<file path="config.mk">
export PLATFORM = sky130hd
export DESIGN_NAME = pc_predict_gen
export DESIGN_NICKNAME = d
export VERILOG_FILES = /design/src/rtl/pc_predict_gen_pkg.sv /design/src/rtl/pc_predict_gen_btb.sv /design/src/rtl/pc_predict_gen.sv
export SDC_FILE = /design/constraint.sdc
export NUM_CORES = 1
export LEC_CHECK = 0
export BUFFER_PORTS_ARGS = -buffer_cell sky130_fd_sc_hd__clkbuf_2
export CAP_MARGIN = 20
export CORE_MARGIN = 4
export CORE_UTILIZATION = 55
export DETAILED_ROUTE_END_ITERATION = 8
export PLACE_DENSITY = 0.81
export RECOVER_POWER = 25
export SYNTH_ARGS = -nofsm -noshare
export SYNTH_HDL_FRONTEND = slang
export SYNTH_SLANG_ARGS = --single-unit
</file>
<file path="constraint.sdc">
create_clock -name clk_in -period 7.1 [get_ports clk_in]
set_clock_uncertainty 0.1 [all_clocks]
set_input_delay 1.775 -clock clk_in [delete_from_list [all_inputs] [get_ports clk_in]]
set_output_delay 1.775 -clock clk_in [all_outputs]
set_load 0.1 [all_outputs]
</file>
<file path="src/rtl/pc_predict_gen_pkg.sv">
// Shared widths, constants and 2-bit branch counter encodings for the fetch PC
// predictor.
package pc_predict_gen_pkg;

  localparam int unsigned DATA_WIDTH = 32;
  localparam int unsigned ADDR_WIDTH = 32;
  localparam logic [ADDR_WIDTH-1:0] ZERO_ADDR = '0;
  localparam logic TRUE  = 1'b1;
  localparam logic FALSE = 1'b0;

  typedef enum logic [1:0] {
    CTR_SNT = 2'b00,
    CTR_WNT = 2'b01,
    CTR_WT  = 2'b10,
    CTR_ST  = 2'b11
  } ctr_t;

  function automatic ctr_t ctr_inc(input ctr_t c);
    case (c)
      CTR_SNT: return CTR_WNT;
      CTR_WNT: return CTR_WT;
      default: return CTR_ST;
    endcase
  endfunction

  function automatic ctr_t ctr_dec(input ctr_t c);
    case (c)
      CTR_ST:  return CTR_WT;
      CTR_WT:  return CTR_WNT;
      default: return CTR_SNT;
    endcase
  endfunction

  function automatic logic ctr_taken(input ctr_t c);
    return c[1];
  endfunction

endpackage

</file>
<file path="src/rtl/pc_predict_gen_btb.sv">
// Direct-mapped branch target buffer: combinational lookup, synchronous
// update/allocate, valid bits cleared on reset.
module pc_btb
  import pc_predict_gen_pkg::*;
#(
  parameter int unsigned XLEN        = ADDR_WIDTH,
  parameter int unsigned BTB_ENTRIES = 16,
  parameter logic [1:0]  CTR_INIT    = 2'b01
) (
  input  logic            clk_in,
  input  logic            rst_in,
  input  logic            rdy_in,
  input  logic [XLEN-1:0] lookup_pc,
  output logic            lookup_taken,
  output logic [XLEN-1:0] lookup_target,
  input  logic            upd_enable,
  input  logic [XLEN-1:0] upd_pc,
  input  logic            upd_taken,
  input  logic [XLEN-1:0] upd_target
);

  localparam int unsigned IDX_W = $clog2(BTB_ENTRIES);
  localparam int unsigned TAG_W = XLEN - IDX_W - 2;

  logic [BTB_ENTRIES-1:0] valid_q;
  logic [TAG_W-1:0]       tag_q    [BTB_ENTRIES];
  logic [XLEN-1:0]        target_q [BTB_ENTRIES];
  ctr_t                   ctr_q    [BTB_ENTRIES];

  logic [IDX_W-1:0] lk_idx;
  logic [IDX_W-1:0] upd_idx;
  logic [TAG_W-1:0] lk_tag;
  logic [TAG_W-1:0] upd_tag;
  logic             lk_hit;
  logic             upd_hit;
  logic             unused_low_bits;

  assign lk_idx  = lookup_pc[IDX_W+1:2];
  assign lk_tag  = lookup_pc[XLEN-1:IDX_W+2];
  assign upd_idx = upd_pc[IDX_W+1:2];
  assign upd_tag = upd_pc[XLEN-1:IDX_W+2];
  assign unused_low_bits = ^{lookup_pc[1:0], upd_pc[1:0]};

  // Lookup reads registered state only, so a same-cycle update is seen next cycle.
  always_comb begin
    lk_hit        = valid_q[lk_idx] && (tag_q[lk_idx] == lk_tag);
    lookup_taken  = lk_hit && ctr_taken(ctr_q[lk_idx]);
    lookup_target = lk_hit ? target_q[lk_idx] : '0;
    upd_hit       = valid_q[upd_idx] && (tag_q[upd_idx] == upd_tag);
  end

  always_ff @(posedge clk_in) begin
    if (rst_in) begin
      valid_q <= '0;
      for (int unsigned i = 0; i < BTB_ENTRIES; i++) begin
        ctr_q[i] <= ctr_t'(CTR_INIT);
      end
    end else if (rdy_in && upd_enable) begin
      if (upd_hit) begin
        if (upd_taken) begin
          ctr_q[upd_idx]    <= ctr_inc(ctr_q[upd_idx]);
          target_q[upd_idx] <= upd_target;
        end else begin
          ctr_q[upd_idx] <= ctr_dec(ctr_q[upd_idx]);
        end
      end else if (upd_taken) begin
        valid_q[upd_idx]  <= TRUE;
        tag_q[upd_idx]    <= upd_tag;
        target_q[upd_idx] <= upd_target;
        ctr_q[upd_idx]    <= CTR_WT;
      end
    end
  end

endmodule

</file>
<file path="src/rtl/pc_predict_gen.sv">
// Fetch PC register with ROB redirect and BTB-driven next-PC selection.
module pc_predict_gen
  import pc_predict_gen_pkg::*;
#(
  parameter int unsigned     XLEN        = ADDR_WIDTH,
  parameter int unsigned     BTB_ENTRIES = 16,
  parameter logic [XLEN-1:0] RESET_PC    = '0,
  parameter logic [1:0]      CTR_INIT    = 2'b01
) (
  input  logic            clk_in,
  input  logic            rst_in,
  input  logic            rdy_in,
  input  logic            rob2pc_enable,
  input  logic [XLEN-1:0] rob2pc_pc,
  input  logic            fetch2pc_enable,
  output logic [XLEN-1:0] pc2fetch_next_pc,
  output logic            pc2fetch_pred_taken,
  output logic [XLEN-1:0] pc2fetch_pred_target,
  input  logic            rob2pc_upd_enable,
  input  logic [XLEN-1:0] rob2pc_upd_pc,
  input  logic            rob2pc_upd_taken,
  input  logic [XLEN-1:0] rob2pc_upd_target
);

  logic [XLEN-1:0] pc_q;
  logic [XLEN-1:0] pc_d;

  pc_btb #(
    .XLEN        (XLEN),
    .BTB_ENTRIES (BTB_ENTRIES),
    .CTR_INIT    (CTR_INIT)
  ) u_btb (
    .clk_in        (clk_in),
    .rst_in        (rst_in),
    .rdy_in        (rdy_in),
    .lookup_pc     (pc_q),
    .lookup_taken  (pc2fetch_pred_taken),
    .lookup_target (pc2fetch_pred_target),
    .upd_enable    (rob2pc_upd_enable),
    .upd_pc        (rob2pc_upd_pc),
    .upd_taken     (rob2pc_upd_taken),
    .upd_target    (rob2pc_upd_target)
  );

  assign pc2fetch_next_pc = pc_q;

  always_comb begin
    pc_d = pc_q;
    if (rob2pc_enable) begin
      pc_d = rob2pc_pc;
    end else if (fetch2pc_enable) begin
      pc_d = pc2fetch_pred_taken ? pc2fetch_pred_target : pc_q + XLEN'(4);
    end
  end

  always_ff @(posedge clk_in) begin
    if (rst_in) begin
      pc_q <= RESET_PC;
    end else if (rdy_in) begin
      pc_q <= pc_d;
    end
  end

endmodule
</file>
==> reports/results.txt <==
Clk pwr share: 40.0%
DRT Pass-1 Iters: 6
DRT Wirelength: 120800 µm
Distinct cell type count of the synthesized netlist: 68
Gate Count Post-Synth: 2285
Post-Syn Area per Cell: 19.46 µm²
DPL Wire Length: 70660 µm
Mapped Nets: 2389
Rows: 103
Outcome: finished clean
Die height: 292.3 µm
Total power: 13.07 mW
Root Buffer: clkbuf_16
Slew Limit Headroom: 28.61%
Ys flop type: edfxtp_1
Antenna-violating nets left: 0
WP data required: 5.22 ns
Cell internal pwr: 9.999 mW
RSZ-0062 raised after global routing: no
Full die area: 85450 µm²
CP startpoint kind: register
Gate power share: 9.1%
Leak: 15.78 nW
Critical path cell sequence: nor2_1 -> a22oi_1 -> and3_1 -> a2111oi_0 -> and4_1 -> nand2_1 -> nor3_1 -> nand3_2 -> buf_4 -> nor2b_1 -> buf_12
Vias in the first global route: 25900
Worst path max stage delay: 0.75 ns
CTS Hold Bufs: 0
Gr ovfl total: 0
Routed wire length per instance: 33.45 µm
Starting density of the core: 55.91%
Fraction of layout cells with a size suffix above 1: 32.46%
Inserted Clock Buffers: 100
WP data arrival: 4.99 ns
Final hold vios: 0
Fill cells: 5101
TritonCTS clock tree: yes
Gr usage total: 28.18%
M2 GR Usage: 44.52%
Gpl congestion: 0.9228
GRT met1 Usage: 37.67%
# setup viols final: 0
#FFs+latches synth: 1012
CP top delay family: simple AND/OR/NAND/NOR gates
DIE WIDTH: 292.3 µm
Pwr Density: 258.3 nW/µm²
Global route hottest layer: met2
Setup TNS: 0 ns
Fmax: 145.6 MHz
Post-CTS Setup Inserts: 0
DR vias: 25370
Top-Level Pins: 168
Worst Hold Class: reg2reg
Synth Cell Area: 44460 µm²
CP Buf/Inv Count: 2
Fin nets: 2572
1st-iter DRT viols: 3682
First-pass GRT wire length: 176400 µm
Slew @ Worst Pin: 1.071 ns
Hold Startpoint: u_btb.valid_q[14]$_SDFFE_PP0N_
Crit Path Category: reg2out
Net Sw Power: 3.070 mW
Number of synthesized flops with an enable pin: 960
Vias/cell: 7.026
Sequential power share: 50.9%
Min Tclk post-route: 6.869 ns
Clk sinks: 1012
H-Tree Depth: 3
Post-cts resize count: 0
Buffers added on ports: 165
Asr flop ratio synth: 0%
Layout area overhead: 13.81%
Clk buf depth: 3
Core ar.: 79520 µm²
Met3 GRT Util: 8.750%
Sw Share: 23.49%
Critical-path maximum fanout: 32
CTS clock-pin slew for the worst setup and hold paths: 0.06 ns
Max stage delay cell, worst path: nor2_1
# DRC: 0
Pin count of the biggest net entering global routing: 73
Fin. max-slew vios: 0
Later-pin clock latency in the skew report: 0.67 ns
VDD IR max: 0.2819 mV
Initial antenna violation count: 10
Seq/Total Area, Yosys: 67.18%
Period utilization: 96.74%
Worst setup EP type: output pin
Max_cap viols: 0
Yosys warnings: 0
## Yosys cell counts, types with 23 or more instances
master | instances | area share, %
nor2_1 | 66 | 0.56
clkbuf_1 | 95 | 0.80
buf_2 | 43 | 0.48
edfxtp_1 | 960 | 65
a31oi_1 | 27 | 0.38
nand3_1 | 66 | 0.74
xnor2_1 | 60 | 1.2
mux2i_1 | 63 | 1.4
inv_1 | 30 | 0.25
nand2_1 | 30 | 0.25
mux4_2 | 399 | 20
dfxtp_1 | 52 | 2.3
a22oi_1 | 23 | 0.39
a21oi_1 | 36 | 0.41
nor2b_1 | 42 | 0.59
## final timing paths
check                                         to  slack [ns]  cells after the start
setup reg to reg                        register        1.50                     11
hold reg to reg   u_btb.valid_q[14]$_SDFFE_PP0N_        0.40                      2
setup / recovery         pc2fetch_pred_target[5]        0.23                     11
hold / removal    u_btb.valid_q[14]$_SDFFE_PP0N_        0.40                      2
## stage by stage
| stage | setup slack [ns] | utilization [%] | instance area, µm² | cells | hold slack (ns) |
|---|---|---|---|---|---|
| detailed placement | 0.6315 | 59.53 | 47330 | 3415 | 0.3783 |
| finish | 0.2312 | 63.63 | 50600 | 3610 | 0.3967 |
| global route | 0.1324 | 63.61 | 50580 | 3603 | 0.4215 |
| global placement | 0.7427 | 59.53 | 47330 | 3415 | 0.3677 |
| floorplan | 0.4981 | - | 44460 | 2285 | 0.3588 |
| CTS | 0.2800 | 63.62 | 50590 | 3600 | 0.3903 |
## layer usage
| metal | share of wire, % | vias up |
|---|---|---|
| met5 | 0.033 | - |
| met4 | 3.8 | 6 |
| met3 | 13 | 319 |
| met2 | 48 | 1944 |
| met1 | 35 | 13140 |
| li1 | - | 9959 |
## power groups by stage
stage                     registers, mW  clock network (mW)  logic [mW]
after floorplan                    6.81                   0       0.741
after global placement             6.76                   0        1.15
after detailed placement           6.77                   0        1.17
after CTS                          6.64                5.27        1.18
after global routing               6.65                5.56        1.25
final                              6.65                5.22        1.19
## sequential cells by signal, indices dropped and copies added, names as in the netlist, named ones only
register          flops
u_btb.ctr_q          32
u_btb.valid_q        16
u_btb.tag_q         416
u_btb.target_q      512
pc2fetch_next_pc     32
## cells by family (layout without fill, tap and decap cells)
family,count (synthesis),in the layout,synth area share (%)
AO/OA/AOI/OAI,200,200,3.312
XOR/XNOR,79,79,1.556
adder cells (fa/ha/maj),1,1,0.02814
buffers and inverters,202,468,2.198
flip-flops,1012,1012,67.18
multiplexers,462,462,21.63
other,0,9,0
AND/OR/NAND/NOR,329,329,4.092
## worst reg2reg max path: stages (launching register included)
cell and delay (ns):
dfxtp_1 0.91, clkinv_2 0.56, buf_4 0.37, buf_4 0.44, nor4_1 0.33, a2111oi_0 0.11
nand3_1 0.19, nand4_1 0.19, nor4_4 0.69, and3_2 0.91, a221oi_1 0.23, a211oi_1 0.43
## placed cells by master, fill, tap and decap left out, types with 9 or more instances in the layout
master	n
a21o_1	17
a21oi_1	36
a22oi_1	23
a31oi_1	27
and2_1	12
and3_1	16
buf_12	48
buf_4	71
clkbuf_1	51
clkbuf_16	102
clkbuf_2	97
clkinv_1	17
clkinv_2	22
dfxtp_1	49
diode_2	9
edfxtp_1	960
inv_1	30
mux2i_1	63
mux4_2	399
nand2_1	30
nand3_1	65
nand4_1	17
nor2_1	38
nor2_4	28
nor2b_1	42
nor3_1	10
nor3b_1	19
nor4_1	10
o21bai_1	17
o22ai_1	19
or3_1	10
xnor2_1	60
xor2_1	19
## final cells by class
| class | instances | area (µm²) | share of cell area [%] |
|---|---|---|---|
| well taps | 1050 | 1314 | 2.596 |
| flip-flops and latches | 1012 | 29880 | 59.05 |
| multi-input cells | 1071 | 13860 | 27.39 |
| clock buffers | 128 | 2721 | 5.378 |
| clock inverters | 57 | 536.8 | 1.061 |
| diodes | 9 | 22.52 | 0.04451 |
| inverters | 31 | 117.6 | 0.2324 |
| repair buffers | 252 | 2148 | 4.246 |
Power figures use the tool's default switching activity.
